## config.mk

```make
export PLATFORM = sky130hd
export DESIGN_NAME = fetch_top
export DESIGN_NICKNAME = d
export VERILOG_FILES = /design/src/rtl/fetch_top.sv
export SDC_FILE = /design/constraint.sdc
export NUM_CORES = 1
export LEC_CHECK = 0
export CAP_MARGIN = 30
export CORE_MARGIN = 4
export CORE_UTILIZATION = 30
export CTS_BUF_LIST = sky130_fd_sc_hd__clkbuf_8
export CTS_CLUSTER_DIAMETER = 50
export DETAILED_ROUTE_END_ITERATION = 12
export GPL_TIMING_DRIVEN = 0
export SETUP_SLACK_MARGIN = 0.2
export SLEW_MARGIN = 20
export SYNTH_ARGS = -nofsm -noshare
export SYNTH_HDL_FRONTEND = slang
export SYNTH_SLANG_ARGS = --single-unit
```

## constraint.sdc

```tcl
create_clock -name clk -period 6.75 [get_ports clk]
set_clock_uncertainty 0.2 [all_clocks]
set_input_delay 1.35 -clock clk [delete_from_list [all_inputs] [get_ports clk]]
set_output_delay 1.35 -clock clk [all_outputs]
set_load 0.005 [all_outputs]
```

## src/rtl/fetch_top.sv

```systemverilog
// fetch_top: RV32I instruction fetch stage -- PC, imem address, IF/ID register, optional BTB predictor.
// Latency: PC to if_* is 1 cycle; BTB read is combinational, a BTB write is visible the following cycle.
// Backpressure: intrlock_bubble holds PC and IF/ID; ex_branch_flush overrides the stall. BTB built only with FETCH_BPRED_EN.
module fetch_top #(
  parameter logic [31:0] RESET_PC  = 32'h0000_0000,
  parameter int          BTB_DEPTH = 16
) (
  input  logic        clk,
  input  logic        rst,
  output logic [31:0] imem_addr,
  input  logic [31:0] imem_rdata,
  input  logic        intrlock_bubble,
  input  logic        ex_branch_flush,
  input  logic [31:0] ex_redirect_pc,
  input  logic        ex_bp_upd_vld,
  input  logic [31:0] ex_bp_upd_pc,
  input  logic        ex_bp_upd_taken,
  input  logic [31:0] ex_bp_upd_target,
  output logic [31:0] if_inst,
  output logic [31:0] if_pc,
  output logic        if_branch_taken,
  output logic [31:0] if_branch_nt_pc
);

  localparam int          IDX_W  = $clog2(BTB_DEPTH);
  localparam int          TAG_W  = 30 - IDX_W;
  localparam logic [31:0] BUBBLE = 32'h0000_0013;

  logic [31:0] pc_q, pc_d;
  logic [31:0] inst_q, inst_d;
  logic [31:0] ifpc_q, ifpc_d;
  logic        taken_q, taken_d;
  logic [31:0] ntpc_q, ntpc_d;
  logic [31:0] pc_plus4;
  logic [31:0] next_pc;
  logic        pred_taken;

  assign pc_plus4  = pc_q + 32'd4;
  assign imem_addr = pc_q;

`ifdef FETCH_BPRED_EN
  logic [BTB_DEPTH-1:0] vld_q;
  logic [TAG_W-1:0]     tag_q [BTB_DEPTH];
  logic [31:0]          tgt_q [BTB_DEPTH];
  logic [1:0]           cnt_q [BTB_DEPTH];
  logic [IDX_W-1:0]     rd_idx, up_idx;
  logic [TAG_W-1:0]     rd_tag, up_tag;
  logic                 up_hit;
  logic                 unused_upd_lsb;

  assign rd_idx         = pc_q[IDX_W+1:2];
  assign rd_tag         = pc_q[31:IDX_W+2];
  assign up_idx         = ex_bp_upd_pc[IDX_W+1:2];
  assign up_tag         = ex_bp_upd_pc[31:IDX_W+2];
  assign up_hit         = vld_q[up_idx] && (tag_q[up_idx] == up_tag);
  assign unused_upd_lsb = ^ex_bp_upd_pc[1:0];

  // Lookup reads pre-update contents, so a same-cycle update to this index is not seen yet.
  assign pred_taken = vld_q[rd_idx] && (tag_q[rd_idx] == rd_tag) && cnt_q[rd_idx][1];
  assign next_pc    = pred_taken ? tgt_q[rd_idx] : pc_plus4;

  // Valid bits: the only BTB state that reset touches; a taken miss allocates the entry.
  always_ff @(posedge clk) begin
    if (rst) begin
      vld_q <= '0;
    end else if (ex_bp_upd_vld && !up_hit && ex_bp_upd_taken) begin
      vld_q[up_idx] <= 1'b1;
    end
  end

  // Tag/target/counter storage: saturating training on hit, allocate weak-taken on taken miss.
  always_ff @(posedge clk) begin
    if (!rst && ex_bp_upd_vld) begin
      if (up_hit) begin
        if (ex_bp_upd_taken) begin
          tgt_q[up_idx] <= ex_bp_upd_target;
          if (cnt_q[up_idx] != 2'b11) cnt_q[up_idx] <= cnt_q[up_idx] + 2'b01;
        end else if (cnt_q[up_idx] != 2'b00) begin
          cnt_q[up_idx] <= cnt_q[up_idx] - 2'b01;
        end
      end else if (ex_bp_upd_taken) begin
        tag_q[up_idx] <= up_tag;
        tgt_q[up_idx] <= ex_bp_upd_target;
        cnt_q[up_idx] <= 2'b10;
      end
    end
  end
`else
  logic unused_upd;

  assign unused_upd = ^{ex_bp_upd_vld, ex_bp_upd_pc, ex_bp_upd_taken, ex_bp_upd_target};
  assign pred_taken = 1'b0;
  assign next_pc    = pc_plus4;
`endif

  // Next-state for PC and IF/ID: flush beats stall, stall holds everything.
  always_comb begin
    pc_d    = pc_q;
    inst_d  = inst_q;
    ifpc_d  = ifpc_q;
    taken_d = taken_q;
    ntpc_d  = ntpc_q;
    if (ex_branch_flush) begin
      pc_d    = ex_redirect_pc;
      inst_d  = BUBBLE;
      ifpc_d  = pc_q;
      taken_d = 1'b0;
      ntpc_d  = pc_plus4;
    end else if (!intrlock_bubble) begin
      pc_d    = next_pc;
      inst_d  = imem_rdata;
      ifpc_d  = pc_q;
      taken_d = pred_taken;
      ntpc_d  = pc_plus4;
    end
  end

  // PC and IF/ID registers with synchronous reset to a bubble at RESET_PC.
  always_ff @(posedge clk) begin
    if (rst) begin
      pc_q    <= RESET_PC;
      inst_q  <= BUBBLE;
      ifpc_q  <= RESET_PC;
      taken_q <= 1'b0;
      ntpc_q  <= RESET_PC + 32'd4;
    end else begin
      pc_q    <= pc_d;
      inst_q  <= inst_d;
      ifpc_q  <= ifpc_d;
      taken_q <= taken_d;
      ntpc_q  <= ntpc_d;
    end
  end

  assign if_inst         = inst_q;
  assign if_pc           = ifpc_q;
  assign if_branch_taken = taken_q;
  assign if_branch_nt_pc = ntpc_q;

endmodule

```

Yosys cells after proc, flatten, opt, wreduce, memory -nomap -nowiden
Index checks and enable logic that the tools add are counted.
{"block": "classes", "n_mux": 5, "n_eq_ne": 1, "n_reduce_logical": 1, "add_sub_neg": 1}
{"op": "32-bit 2-to-1 mux", "n": 5}
{"op": "32-bit by 3-bit adder with 32-bit output, second input constant", "n": 1}
{"op": "2-bit by 1-bit != test with 1-bit output, second input constant", "n": 1}
{"op": "2-bit OR reduction", "n": 1}
{"block": "totals", "out_inout_bits": 129, "ff_bits": 128, "word_cells": 12}

Depth between registers and ports, before layout
Gate-level depths: netlist (run 1).
{"block": "logic_depth", "word_depth": 3, "ltp_mapped": 7, "mapped_depth_nobuf": 5}

Worst setup path after synthesis (run 1)
OpenSTA, ideal clock, no wires.
{"block": "synth_timing", "path_kind": "input to register", "start": "input intrlock_bubble", "end": "register pc_q[30], in the netlist imem_addr[30]", "path_buffers": 2, "setup_ns": 0.091, "slack_ns": 3.501, "path_stages": 6, "t_arrival_ns": 2.958, "path_cell_list": "clkbuf_1 nand4b_1 or2_2 clkbuf_1 or4_1 a311oi_1"}
{"block": "synth_via", "elab_chain_len": 1}
{"element": "start: declaration", "line_no": "12", "rtl": "input logic intrlock_bubble,"}
{"element": "2-bit by 1-bit != test with 1-bit output (no source line)"}
{"element": "end signal: assignment", "line_no": "127", "rtl": "pc_q <= pc_d;"}
{"element": "end: declaration", "line_no": "29", "rtl": "logic [31:0] pc_q, pc_d;"}
Every way passes these cells.
A chain may end at the register's enable or synchronous reset.

Final worst setup path (run 1)
Ends and elaborated chain as after synthesis.

==> impl_metrics.csv, run 1 <==
group,metric,value,unit
status,status,"complete, no violations",
sta,hold_viol_final,0,
sta,period_share,49.1,%
critical_path,crit_start,"intrlock_bubble",
min_path,min_from,"if_pc[7]",
synth,syn_inst,654,
synth,synth_edf_count,0,
clocking,clkLatencyLatePin,0.45,ns
global_route,grt_pass1_wl,31.2,mm
layout,layout_commonest_cell,"clkdlybuf4s50_1",
floorplanning,fp.coreArea,0.0181,mm2
clocking,htreeDepth,4,
sta,post-route-min-period,3.32,ns
clocking,cts_root_buf,"clkbuf_8",
sta,fmax,0.301,GHz
power,ir_drop,0.111,mV
synth,syn_avg_cell_area,8.50,um2
drt,vias_per_cell,5.06,
floorplanning,start_util,30.8,%
sta,final-max-slew-violation-count,0,
global_route,overflow,0,
global_route,grt_max_degree,17,
clocking,postCtsSetupBuffers,0,
power,p_total,0.00183,W
min_path,hp-class,"reg -> reg",
job,maxCapViolCount,0,
floorplanning,die_h,144,um
min_path,min_path_cells,2,
global_route,grt_use_total,19.5,%
power,p_leak,2.90,nW
critical_path,r2r-start,"imem_addr[3]",
critical_path,worst-r2r-cell-count,7,
layout,fin_nets,1001,
layout,final_cell_mix,"192 x clkdlybuf4s50_1, 126 x dfxtp_1, 89 x nor2_1",
floorplanning,boundaryPins,263,
synth,synth_warnings,0,
sta,fin_tns_setup,0,ns
place,io_buffer_count,192,
sta,finalSetupViolCount,0,
drt,first_iter_violations,401,
clocking,numCtsBuffers,17,
critical_path,arrival,3.47,ns
critical_path,cp_max_fo,10,
power,power_density,223,mW/mm2
place,routabilityCongestion,0.832,
synth,synthArstFlopShare,0,%
global_route,antenna_found_initial,1,
synth,seq_area_frac_synth,45.4,%
drt,wl,20.0,mm
critical_path,required,6.90,ns
min_path,whs_endpoint,"if_pc[7]",
critical_path,r2r-end,"imem_addr[16]",
clocking,cts_hold_buf,0,
synth,syn_area,0.00556,mm2
place,hpwl,14.9,mm
global_route,grt_pass1_vias,5639,
synth,syn_nets,789,
drt,firstDrtPassIters,5,
sta,slew_headroom,46.2,%
layout,layout-drive-gt1-share,5.69,%
critical_path,rrSetupSlack,3.91,ns
critical_path,path_class,"in -> reg",
floorplanning,row_count,49,
layout,synthToLayoutAreaGrowth,47.6,%
floorplanning,die_w,144,um
critical_path,worst_setup_path_end_kind,"register",
drt,drcViolationCount,0,
sta,rsz0062_at_grt,"no",
clocking,cts_sinks,126,
synth,ys_ff_latch,126,
sta,worstMarginPinSlew,0.808,ns
drt,postRouteAntennaNets,0,
clocking,cts_tree,"yes",
critical_path,critPathLaunchType,"primary input",
clocking,cts_max_path_buffers,2,
synth,synth-main-ff-cell,"dfxtp_1",
synth,ys_types,42,
floorplanning,dieArea,0.0208,mm2
drt,vias,5596,
drt,routedWlPerCell,18.0,um
clocking,cts_resized,0,
layout,n_antenna_cell,0,
clocking,path_clk_slew,0.07,ns
## cell usage after synthesis, types with 16 or more instances
master    number  share of area, %
a311oi_1      30               4.7
mux2i_1       35               6.3
nand2_1       81               5.5
xnor2_1       16               2.5
or4_1         19               2.6
o31ai_1       16               2.2
nor4_1        16               1.8
nor2_1        89               6.0
dfxtp_1      126                45
a211oi_1      23               3.1
a21oi_1       37               3.3
clkbuf_1      48               3.2
## cells by family after synthesis
family                     share of synthesized area (%)
AOI/OAI and AO/OA                                   15.6
xor gates and xnor gates                            3.15
buffers and inverters                               5.96
muxes                                               6.30
and+or+nand+nor                                     23.3
DFF                                                 45.4
adders and majority gates                          0.225
other                                             0.0674
## flip-flops by register name, indices dropped and copies added (netlist names)
| register | count |
|---|---|
| imem_addr | 32 |
| if_pc | 32 |
| if_inst | 32 |
| if_branch_nt_pc | 30 |
## power by group
part	switching, W	total [W]	internal [W]
Clock	0.000301	0.000734	0.000434
Combinational	0.000126	0.000277	0.000151
Sequential	0.0000350	0.000820	0.000785
Total	0.000462	0.00183	0.00137
## per-stage QoR
step	setup slack [ns]	utilization, %	instance area (um2)	hold slack [ns]	cells
6_report	3.43	45.4	8210	0.249	1107
5_1_grt	3.32	45.4	8210	0.271	1107
4_1_cts	3.45	45.4	8200	0.252	1106
3_5_place_dp	2.96	43.0	7770	0.242	1075
3_3_place_gp	3.00	43.0	7770	0.238	1075
2_1_floorplan	3.50	-	5560	0.248	654
## critical path, stage by stage
cell and delay, ns:
clkbuf_1 0.25, nand4b_1 0.41, or2_2 0.42, clkbuf_1 0.25
or4_1 0.52, a311oi_1 0.27
## layer usage
metal  up-vias  GRT usage (%)  routed length [um]
met4         2           5.11                 213
met2       203           31.1                9070
li1       2760              -                   -
met1      2613           24.0                8630
met3        18           8.63                2050
met5         -              0                  13
## how the worst max path moves through the flow
stage / endpoint / slack (ns)
2_1_floorplan: imem_addr[30] / 3.50
3_3_place_gp: if_inst[30] / 3.00
5_1_grt: imem_addr[30] / 3.32
6_report: imem_addr[30] / 3.43
3_5_place_dp: if_inst[4] / 2.96
4_1_cts: if_inst[16] / 3.45
## area by class of cell
| cell class | count | area (um2) |
|---|---|---|
| repair buffers | 193 | 1930 |
| multi-input cells | 449 | 2710 |
| well taps | 229 | 287 |
| inverters | 8 | 30.0 |
| plain buffers | 71 | 302 |
| clock buffers | 21 | 289 |
| fillers | 1773 | 9870 |
| clock inverters | 10 | 145 |
| flip-flops and latches | 126 | 2520 |
(Power assumes the default switching activity.)
==> run 2: changes to the inputs <==
Clock period 6.75 ns to 3.35 ns, I/O delays scaled along.
==> results of run 2 <==
The final DEF is identical to that of run 1. Status: complete, no violations.
Main changes from that run: setup slack after placement 2.96 ns -> 0.242 ns; setup slack after layout 3.43 ns -> 0.506 ns; start point of the critical path intrlock_bubble -> imem_addr[3]; end point of the critical path imem_addr[30] -> imem_addr[16]; register-to-register setup slack 3.91 ns -> 0.51 ns; total power 0.00183 W -> 0.00369 W; worst IR drop on VDD 0.111 mV -> 0.224 mV
==> run 3: changes to the inputs <==
Clock period 3.35 ns to 2.55 ns, I/O delays scaled along.
==> run 3 against run 2 <==
First-iteration DRC count is 27% lower; routed wire length is 1.6% higher; combinational power is 38% higher; total power is 28% higher; critical path type unchanged; count of clock-buffer cells in the layout stayed put.
==> impl_metrics.csv, run 3 (same netlist as run 1, synthesis figures left out) <==
group,metric,value,unit
status,status,"complete, no violations",
sta,rsz0062_at_grt,"yes",
critical_path,path_class,"reg -> reg",
place,dp.cells,1075,
sta,final-max-slew-violation-count,0,
place,io_buffer_count,192,
critical_path,arrival,2.51,ns
drt,routedWlPerCell,18.1,um
critical_path,required,2.72,ns
place,place_area,0.00779,mm2
clocking,path_clk_slew,0.08,ns
clocking,numCtsBuffers,17,
place,hpwl,15.0,mm
drt,vias_per_cell,5.00,
floorplanning,fp.coreArea,0.0181,mm2
job,maxCapViolCount,0,
power,power_density,556,mW/mm2
clocking,cts_root_buf,"clkbuf_8",
floorplanning,row_count,49,
global_route,grt_use_total,19.0,%
critical_path,cp_max_fo,7,
critical_path,worst_setup_path_end_kind,"register",
clocking,cts_max_path_buffers,2,
drt,postRouteAntennaNets,0,
power,ir_drop,0.444,mV
drt,firstDrtPassIters,4,
clocking,clkLatencyLatePin,0.45,ns
clocking,htreeDepth,4,
layout,final_cell_mix,"192 x clkdlybuf4s50_1, 108 x dfxtp_1, 89 x nor2_1",
sta,fmax,0.427,GHz
sta,fin_hold_ws,0.253,ns
drt,drcViolationCount,0,
layout,regArea,0.00255,mm2
floorplanning,dieArea,0.0208,mm2
clocking,cts_sinks,126,
layout,n_antenna_cell,0,
sta,finalSetupViolCount,0,
drt,vias,5612,
min_path,hp-class,"reg -> reg",
floorplanning,boundaryPins,263,
layout,fin_nets,1015,
sta,slew_headroom,51.4,%
sta,period_share,91.9,%
layout,layout-drive-gt1-share,12.3,%
clocking,cts_hold_buf,0,
layout,multiInputGateArea,0.00280,mm2
global_route,grt_max_degree,17,
global_route,grt_pass1_wl,30.3,mm
layout,final_cells,1122,
layout,stdcell_area,0.00851,mm2
floorplanning,start_util,30.8,%
global_route,antenna_found_initial,1,
drt,first_iter_violations,292,
drt,wl,20.3,mm
place,routabilityCongestion,0.825,
global_route,overflow,0,
floorplanning,die_w,144,um
sta,worstMarginPinSlew,0.728,ns
power,p_leak,3.02,nW
critical_path,critPathLaunchType,"register",
sta,post-route-min-period,2.34,ns
layout,layout_commonest_cell,"clkdlybuf4s50_1",
layout,synthToLayoutAreaGrowth,53.0,%
clocking,cts_tree,"yes",
layout,nFillCells,1768,
floorplanning,die_h,144,um
sta,hold_viol_final,0,
global_route,grt_pass1_vias,5338,
-- run 3: changes by cell type in the layout (fill, tap and decap cells not counted), moves of 10 or more --
cell and delta:
dfxtp_2 +15, buf_4 +13, dfxtp_1 -18, clkbuf_1 -14, buf_6 +10
-- run 3: per-layer routing --
metal	vias to the layer above	part of all wire, %	global-route usage, %
li1	2798	-	-
met1	2598	43	23.9
met2	195	45	29.5
met3	19	10	8.63
met4	2	1.5	5.45
met5	-	0.064	0
-- run 3: repair_timing --
action | 4_1_cts | 5_1_grt
hold endpoints to repair | 0 | 0
pin swaps | 5 | 9
setup buffers | 4 | 10
resized for setup | 43 | 37
gates cloned | 0 | 1
setup endpoints to repair | 50 | 39
-- run 3: worst max-delay path, cell delays in order, from the launching register on --
cell,delay [ns]
dfxtp_2,0.35
buf_6,0.12
nand4_4,0.14
or4_4,0.56
buf_6,0.15
or4_4,0.48
a311oi_2,0.26
-- run 3: area by class of cell --
type,instances,area share [%]
plain buffers,71,4.74
clock buffers,21,3.40
clock inverters,11,1.35
inverters,8,0.353
multi-input cells,449,32.9
flip-flops and latches,126,30.0
well taps,229,3.37
repair buffers,207,23.9
-- run 3: path summary, 6_finish.rpt --
check                start  slack (ns)             endpoint  cells past startpoint
max          imem_addr[11]        0.21  if_branch_nt_pc[26]                      6
min               if_pc[5]        0.25             if_pc[5]                      2
min reg2reg       if_pc[5]        0.25             if_pc[5]                      2
max reg2reg  imem_addr[11]        0.21  if_branch_nt_pc[26]                      6
-- run 3: report_power, final --
part	switching, W	internal [W]
clock network	0.000819	0.000963
logic	0.000342	0.000426
registers	0.0000965	0.00208
-- run 3: per-stage QoR --
stage,setup TNS [ns],utilization (%),power [W],setup slack (ns)
2_1_floorplan,0,-,0.00250,0.209
3_3_place_gp,-11.65,43.1,0.00295,-0.350
3_5_place_dp,-11.70,43.1,0.00295,-0.339
4_1_cts,0,46.2,0.00475,0.202
5_1_grt,0,47.0,0.00493,0.125
6_report,0,47.0,0.00473,0.206
